`src/rtl/pingpong_ram_ctrl.sv`:
```
// ---------------------------------------------------------------------------
// pingpong_ram_ctrl
//
// Runs one true-dual-port RAM as a two-bank ping-pong buffer. Port A (write
// only) fills bank wr_bank while port B drains bank rd_bank, which the write
// side has already marked full. The bank is selected by the RAM address MSB.
// Ownership of each bank is handed over through bank_full: the write side
// sets the flag and the read side clears it.
//
// Optional build macro:
//   PINGPONG_OVERFLOW_DROP_EN - s_tready is tied high. A sample that arrives
//   while the current write bank is still full is dropped and counted in
//   overflow_cnt, which saturates at 16'hFFFF. When the macro is not defined,
//   the input stream is back-pressured and overflow_cnt is tied to 0.
//
// Ports:
//   clk, rst_n             single clock, asynchronous active-low reset
//   s_tdata/s_tvalid/      input sample stream
//   s_tready
//   m_tdata/m_tvalid/      output sample stream; m_tlast marks the last word
//   m_tready/m_tlast       of a bank
//   ram_wea/addra/dina     RAM port A (write)
//   ram_enb/addrb/doutb    RAM port B (read); doutb is valid 1 cycle after enb
//   bank_full              per-bank full flags (bit0 = bank 0)
//   overflow_cnt           number of dropped samples (drop build only)
// ---------------------------------------------------------------------------
module pingpong_ram_ctrl #(
    parameter int DATA_W = 14,
    parameter int ADDR_W = 10
) (
    input  logic              clk,
    input  logic              rst_n,
    input  logic [DATA_W-1:0] s_tdata,
    input  logic              s_tvalid,
    output logic              s_tready,
    output logic [DATA_W-1:0] m_tdata,
    output logic              m_tvalid,
    input  logic              m_tready,
    output logic              m_tlast,
    output logic              ram_wea,
    output logic [ADDR_W:0]   ram_addra,
    output logic [DATA_W-1:0] ram_dina,
    output logic              ram_enb,
    output logic [ADDR_W:0]   ram_addrb,
    input  logic [DATA_W-1:0] ram_doutb,
    output logic [1:0]        bank_full,
    output logic [15:0]       overflow_cnt
);

    localparam logic [ADDR_W-1:0] CNT_MAX = '1;

    typedef enum logic {
        R_IDLE,
        R_DRAIN
    } rd_state_t;

    rd_state_t         rd_state;
    rd_state_t         rd_state_next;

    logic              wr_bank;
    logic [ADDR_W-1:0] wr_cnt;
    logic              rd_bank;
    logic [ADDR_W-1:0] rd_cnt;

    logic              wr_full;
    logic              accept;
    logic              wr_last;
    logic              rd_issue;
    logic              rd_last;
    logic [1:0]        bank_set;
    logic [1:0]        bank_clr;

    logic              inflight;
    logic              inflight_last;

    logic [DATA_W-1:0] fifo_data [2];
    logic              fifo_last [2];
    logic              fifo_wr_ptr;
    logic              fifo_rd_ptr;
    logic [1:0]        fifo_count;
    logic              fifo_pop;
    logic [2:0]        fifo_occ_next;
    logic              fifo_room;

    assign wr_full = bank_full[wr_bank];

`ifdef PINGPONG_OVERFLOW_DROP_EN
    logic drop;

    assign s_tready = 1'b1;
    assign accept   = s_tvalid & ~wr_full;
    assign drop     = s_tvalid & wr_full;

    // Dropped samples are counted until the counter saturates.
    always_ff @(posedge clk or negedge rst_n) begin
        if (!rst_n) begin
            overflow_cnt <= '0;
        end else if (drop && (overflow_cnt != 16'hFFFF)) begin
            overflow_cnt <= overflow_cnt + 16'd1;
        end
    end
`else
    assign s_tready     = ~wr_full;
    assign accept       = s_tvalid & s_tready;
    assign overflow_cnt = '0;
`endif

    assign wr_last = accept && (wr_cnt == CNT_MAX);

    // Port A is registered, so an accepted sample is written one cycle
    // later. The bank is handed to the read side on the edge that accepts
    // its last word; the RAM write of that word lands before the read FSM
    // can leave R_IDLE, so the first read never overtakes it.
    always_ff @(posedge clk or negedge rst_n) begin
        if (!rst_n) begin
            ram_wea   <= 1'b0;
            ram_addra <= '0;
            ram_dina  <= '0;
            wr_cnt    <= '0;
            wr_bank   <= 1'b0;
        end else begin
            ram_wea <= accept;
            if (accept) begin
                ram_addra <= {wr_bank, wr_cnt};
                ram_dina  <= s_tdata;
                wr_cnt    <= wr_cnt + 1'b1;
                if (wr_cnt == CNT_MAX) begin
                    wr_bank <= ~wr_bank;
                end
            end
        end
    end

    // Set and clear always target different banks, so both can be applied
    // on the same edge without priority concerns.
    always_comb begin
        bank_set = '0;
        bank_clr = '0;
        if (wr_last) begin
            bank_set[wr_bank] = 1'b1;
        end
        if (rd_last) begin
            bank_clr[rd_bank] = 1'b1;
        end
    end

    always_ff @(posedge clk or negedge rst_n) begin
        if (!rst_n) begin
            bank_full <= '0;
        end else begin
            bank_full <= (bank_full | bank_set) & ~bank_clr;
        end
    end

    // Output skid FIFO occupancy as it will be after this cycle's pop and
    // after any read already in flight has landed. Counting the pop lets the
    // drain run at one word per cycle while m_tready stays high.
    assign fifo_pop      = m_tvalid & m_tready;
    assign fifo_occ_next = {1'b0, fifo_count} - {2'b00, fifo_pop} + {2'b00, inflight};
    assign fifo_room     = (fifo_occ_next < 3'd2);

    always_ff @(posedge clk or negedge rst_n) begin
        if (!rst_n) begin
            rd_state <= R_IDLE;
        end else begin
            rd_state <= rd_state_next;
        end
    end

    // Read FSM: wait in R_IDLE for the current read bank to fill, then issue
    // one read per cycle whenever the skid FIFO can absorb the result.
    always_comb begin
        rd_state_next = rd_state;
        rd_issue      = 1'b0;
        case (rd_state)
            R_IDLE: begin
                if (bank_full[rd_bank]) begin
                    rd_state_next = R_DRAIN;
                end
            end
            R_DRAIN: begin
                if (fifo_room) begin
                    rd_issue = 1'b1;
                    if (rd_cnt == CNT_MAX) begin
                        rd_state_next = R_IDLE;
                    end
                end
            end
            default: rd_state_next = R_IDLE;
        endcase
    end

    assign rd_last   = rd_issue && (rd_cnt == CNT_MAX);
    assign ram_enb   = rd_issue;
    assign ram_addrb = {rd_bank, rd_cnt};

    // Issuing the last address releases the bank to the write side. The
    // write port can only reuse it from the next cycle on, after the RAM has
    // already sampled that read.
    always_ff @(posedge clk or negedge rst_n) begin
        if (!rst_n) begin
            rd_cnt        <= '0;
            rd_bank       <= 1'b0;
            inflight      <= 1'b0;
            inflight_last <= 1'b0;
        end else begin
            inflight      <= rd_issue;
            inflight_last <= rd_last;
            if (rd_state == R_IDLE && bank_full[rd_bank]) begin
                rd_cnt <= '0;
            end else if (rd_issue) begin
                rd_cnt <= rd_cnt + 1'b1;
            end
            if (rd_last) begin
                rd_bank <= ~rd_bank;
            end
        end
    end

    // Two-entry skid FIFO. Read data is captured the cycle after issue. The
    // head entry is not touched while it is waiting for m_tready, so
    // m_tdata/m_tlast stay stable during a stall.
    always_ff @(posedge clk or negedge rst_n) begin
        if (!rst_n) begin
            for (int i = 0; i < 2; i++) begin
                fifo_data[i] <= '0;
                fifo_last[i] <= 1'b0;
            end
            fifo_wr_ptr <= 1'b0;
            fifo_rd_ptr <= 1'b0;
            fifo_count  <= '0;
        end else begin
            if (inflight) begin
                fifo_data[fifo_wr_ptr] <= ram_doutb;
                fifo_last[fifo_wr_ptr] <= inflight_last;
                fifo_wr_ptr            <= ~fifo_wr_ptr;
            end
            if (fifo_pop) begin
                fifo_rd_ptr <= ~fifo_rd_ptr;
            end
            fifo_count <= fifo_count + {1'b0, inflight} - {1'b0, fifo_pop};
        end
    end

    assign m_tvalid = (fifo_count != 2'd0);
    assign m_tdata  = fifo_data[fifo_rd_ptr];
    assign m_tlast  = fifo_last[fifo_rd_ptr];

endmodule

```
`config.mk`:
```
export PLATFORM = sky130hd
export DESIGN_NAME = pingpong_ram_ctrl
export DESIGN_NICKNAME = d
export VERILOG_FILES = /design/src/rtl/pingpong_ram_ctrl.sv
export SDC_FILE = /design/constraint.sdc
export NUM_CORES = 1
export LEC_CHECK = 0
export ABC_AREA = 0
export BUFFER_PORTS_ARGS = -buffer_cell sky130_fd_sc_hd__buf_4
export CAP_MARGIN = 10
export CORE_MARGIN = 1.5
export CORE_UTILIZATION = 40
export DETAILED_ROUTE_END_ITERATION = 7
export SLEW_MARGIN = 25
export SYNTH_ARGS = -nofsm -noshare
export SYNTH_HDL_FRONTEND = slang
export SYNTH_SLANG_ARGS = --single-unit
```
`constraint.sdc`:
```
create_clock -name clk -period 6.3 [get_ports clk]
set_input_delay 0.945 -clock clk [delete_from_list [all_inputs] [get_ports clk]]
set_output_delay 0.945 -clock clk [all_outputs]
set_load 0.01 [all_outputs]
```
---- Yosys cells after proc, flatten, opt, wreduce, memory -nomap -nowiden ----
Index checks and enable logic that the tools add are counted.
word-level totals
  word-level logic and storage cells ...... 86
  bits of input ports ..................... 32
  bits in registers ....................... 87
  output and inout bits ................... 73
operators by class
  eq/ne operators ......................... 2
  bitwise operators ....................... 13
  reduce and logical (&&, ||, !) cells .... 9
  mux-type cells .......................... 30
  add/subtract/negate cells ............... 6
  magnitude comparators ................... 8
operators by type and width
  cell                                                number
  2-to-1 mux 14 bit                                   4
  bitwise mux 28 bit                                  1
  adder 10 x 1 -> 10 bit, second input constant       2
  equality test 10 bit, second input constant         2
  2-to-1 mux 10 bit                                   2
  2-to-1 mux 1 bit                                    15
  demux 14 bit (select 1 bit)                         1
  logical AND 1 bit                                   6
  NOT 1 bit                                           6
  >= comparator 2 bit, second input constant          2
  < comparator 1 x 2 -> 1 bit, second input constant  2
  2-to-1 mux 2 bit                                    2
  NOT 1 -> 2 bit                                      2
  nonzero test 2 bit                                  2
  adder 3 x 1 -> 3 bit                                1
  demux 1 bit (select 1 bit)                          3
  < comparator 3 x 2 -> 1 bit, second input constant  1
  subtractor 2 x 1 -> 3 bit                           1
  adder 2 x 1 -> 2 bit                                1
  bitwise AND 1 bit                                   2
  bitwise AND 2 bit                                   1
  bitwise mux 2 bit                                   1
  >= comparator 1 bit, second input constant          2
  < comparator 2 x 1 -> 1 bit, second input constant  1
  5 further kinds                                     5

---- Depth between registers and ports, before layout ----
  depth in word-level cells ............... 11
  depth in mapped cells ................... 11
  depth with buffers taken out ............ 11

---- Least setup slack after synthesis ----
Ideal clock, no wire load.
  path kind ............................... input to output
  start ................................... input port m_tready
  end ..................................... output port ram_enb
  path slack .............................. 2.766 ns
  data arrival time ....................... 2.589 ns
  stages on the path ...................... 7
  buffers on the path ..................... 0
  required time ........................... 5.355 ns
  cell sequence ........................... and2_1 > ha_1 > inv_1 > ha_1 > fa_1 > xnor2_1 > nor3b_2
between the ends
  word-level cells in the longest chain between the ends .. 6
ends and longest elaborated chain
  item                         line  text
  start: declaration           38    input logic m_tready,
  bitwise AND 1 bit            158   assign fifo_pop = m_tvalid & m_tready;
  subtractor 2 x 1 -> 3 bit    159   assign fifo_occ_next = {1'b0, fifo_count} - {2'b00, fifo_pop} + {2'b00, inflight};
  adder 3 x 1 -> 3 bit         159
  < comparator 3 x 2 -> 1 bit  160   assign fifo_room = (fifo_occ_next < 3'd2);
  2-to-1 mux 1 bit             182   if (fifo_room) begin
  2-to-1 mux 1 bit             175   case (rd_state)
  end: declaration             43    output logic ram_enb,
Every way passes these cells.

---- Worst setup path after layout ----
  start ................................... input port m_tready
  end ..................................... output port ram_enb
between the ends
  word-level cells in the longest chain between the ends .. 6
ends and longest elaborated chain
  item                         line  text
  bitwise AND 1 bit            158
  via fifo_pop                 81    logic fifo_pop;
  subtractor 2 x 1 -> 3 bit    159
  adder 3 x 1 -> 3 bit         159
  < comparator 3 x 2 -> 1 bit  160
  2-to-1 mux 1 bit             182
  2-to-1 mux 1 bit             175
The timed path passes the listed nets, and every way through them passes these cells.

==> out/qor.txt <==
status - finished, final reports clean
PortBufs - 88
worst vdd ir - 160 uV
final setup fails - 0
first-pass GRT wire length - 11800 um
PwrDens - 434 nW/um2
Resize count post-CTS - 0
Period minus WS final - 3.93 ns
Worst slew margin - 39.8%
Vias - 2515
CP arrival - 2.99 ns
gr usage total - 15.1%
ANT cells - 0
clk root buf - clkbuf_8
Clock Skews - 0.00762 ns
CP required - 5.35 ns
Worst Slack Setup Final - 2.37 ns
Synth Flop Type - dfrtp_1
# clock sinks - 87
via-per-instance ratio - 4.63
critical path peak fanout - 8
CORE AREA - 9240 um2
Fillers - 814
CP Cell Sequence - buf_4, and2_1, ha_1, inv_1, ha_1, fa_1, xnor2_1, nor3b_2, buf_4
Final Cell Area - 4760 um2
RSZ-0062 raised after global routing - no
Post-DP Area - 4530 um2
Min Hold Slack - 0.436 ns
gpl congestion - 0.769
Die Y-Extent - 101 um
initial antenna violation count - 0
CTS Buffer Depth - 2
CP Class - in -> out
EDFF count, synth - 0
Detailed Place HPWL - 5110 um
row count - 35
YS warnings - 0
Clock Latency Late Sink - 0.34 ns
setup TNS - 0 ns
Area growth syn-to-layout - 25.0%
FF-to-FF setup slack - 3.31 ns
Worst path slowest cell - xnor2_1
Initial Utilization - 41.2%
TritonRoute pass-1 iters - 4
share of cells above drive strength 1 - 39.6%
1st-iter DRT viols - 95
Yosys reg bits - 87
maxcap violations - 0
R2R Path End - rd_cnt[9]
synthesized cell area - 3800 um2
vias in the first global route - 2561
# H-tree levels - 3
Die Span X - 101 um
CTS tree - done
WL per Instance - 13.4 um
I/O Pins - 105
Die Area - 10100 um2
Hold Crit Class - in -> async
hold buffer count at CTS - 0
Post-Route WL - 7270 um
post-place setup slack - 2.34 ns
Nets - 446
reg2reg path depth - 11
total setup buffers inserted after CTS - 0
Num CTS Buffers - 9
slowest stage delay, CP - 0.53 ns
ys async rst share - 100%
Core Util, Final - 51.5%
post-synthesis cell count - 318
library cells used by synthesis - 36
delay-heaviest family, CP - adder cells
crit path launch type - input port
Max Transition Viols Final - 0
slew of the pin with the lowest slew margin - 0.903 ns
Leak Pwr - 0.00231 uW
final period utilization - 62.5%
Routed Antenna Nets - 0
CP Capture Type - output port
final hold violation count - 0
Residual DRC - 0
Worst Path Buf+Inv - 3
grt total ovfl - 0
Max Freq - 254 MHz
RR Startpoint - fifo_count[1]
Post-Syn Area per Cell - 12.0 um2
largest net degree at the start of global routing - 73
part of the Yosys area used for sequential elements - 57.2%
Worst-path clk slew - 0.09 ns
==> kinds of logic after synthesis <==
group,count (synthesis),synth area share [%]
xor+xnor,18,4.14
flops,87,57.2
other cells,1,0.0986
fa+ha+maj,5,1.84
compound gates,11,1.58
simple gates,101,12.2
buf+inv,35,5.33
mux,60,17.6
==> flip-flops by register name (all words and copies together), names as in the netlist, 2 cells and up <==
| name | cells |
|---|---|
| wr_cnt | 10 |
| ram_dina | 14 |
| ram_addra | 11 |
| fifo_count | 2 |
| bank_full | 2 |
| fifo_data | 28 |
| rd_cnt | 10 |
| fifo_last | 2 |
==> power breakdown <==
| group | internal, uW | switching, uW |
|---|---|---|
| clock network | 234 | 188 |
| logic | 434 | 338 |
| registers | 736 | 133 |
| total | 1400 | 659 |
==> worst reg2reg max path, delay by kind of cell, from the launching register on <==
family / cells / cell delay, ns
and+or+nand+nor: 5 / 1.28
buffers and inverters: 2 / 0.15
adders and majority gates: 3 / 0.95
DFF: 1 / 0.39
AOI/OAI and AO/OA: 1 / 0.14
==> per-stage QoR <==
step,power [uW],std cells
after global placement,1640,527
after detailed placement,1660,527
after CTS,2100,543
final,2060,543
after floorplan,1350,333
after global routing,2210,543
==> placed cells by master, fill, tap and decap left out, types with 2 or more instances in the layout <==
cell type and n:
or3_1 2, xnor2_1 13, a21oi_1 4, nand2_1 62, nor2_1 8, o21ai_0 4, ha_1 4, inv_1 9
a31oi_1 2, dfrtp_1 87, nor4_1 4, clkbuf_8 10, mux2i_1 4, nor2b_1 2, and3_1 2, conb_1 16
xor2_1 5, bufinv_16 2, buf_4 90, nand4_1 5, nor3_1 4, mux2_2 56, nand3_1 3
==> cell type report <==
cell class              instances  area, um2  area share (%)
flip-flops and latches         87       2180            45.8
multi-input cells             211       1480            31.1
repair buffers                 90        676            14.2
well taps                     129        161            3.39
clock buffers                  11        141            2.97
clock inverters                 5       81.3            1.71
inverters                      10       37.5           0.789
==> routing by layer <==
layer	global-route usage [%]	up-vias	part of all wire [%]
met2	24.8	73	47
met3	4.37	11	6.3
met4	5.53	0	1.3
met5	0	-	0
met1	18.9	1216	45
li1	-	1215	-
==> worst max path at each step <==
stage                  start  endpoint  slack (ns)  depth (start not counted)
floorplan           m_tready   ram_enb        2.77                          7
global placement    m_tready   ram_enb        2.43                          9
detailed placement  m_tready   ram_enb        2.34                          9
CTS                 m_tready   ram_enb        2.36                          9
global route        m_tready   ram_enb        2.21                          9
finish              m_tready   ram_enb        2.37                          9
==> cell usage after synthesis (2+ instances only) <==
library cell | n | area share [%]
o21ai_0 | 4 | 0.53
buf_2 | 3 | 0.39
nor4_1 | 4 | 0.66
xnor2_1 | 13 | 3.0
and3_1 | 2 | 0.33
a21oi_1 | 4 | 0.53
dfrtp_1 | 87 | 57
inv_1 | 9 | 0.89
nand4_1 | 5 | 0.82
mux2i_1 | 4 | 1.1
clkbuf_1 | 3 | 0.30
xor2_1 | 5 | 1.2
nor2_1 | 8 | 0.79
nand3_1 | 3 | 0.39
ha_1 | 4 | 1.3
nand2_1 | 62 | 6.1
or3_1 | 2 | 0.33
buf_4 | 18 | 3.6
nor2b_1 | 2 | 0.33
nor3_1 | 4 | 0.53
mux2_2 | 56 | 17
a31oi_1 | 2 | 0.33
Power figures use the tool's default switching activity.
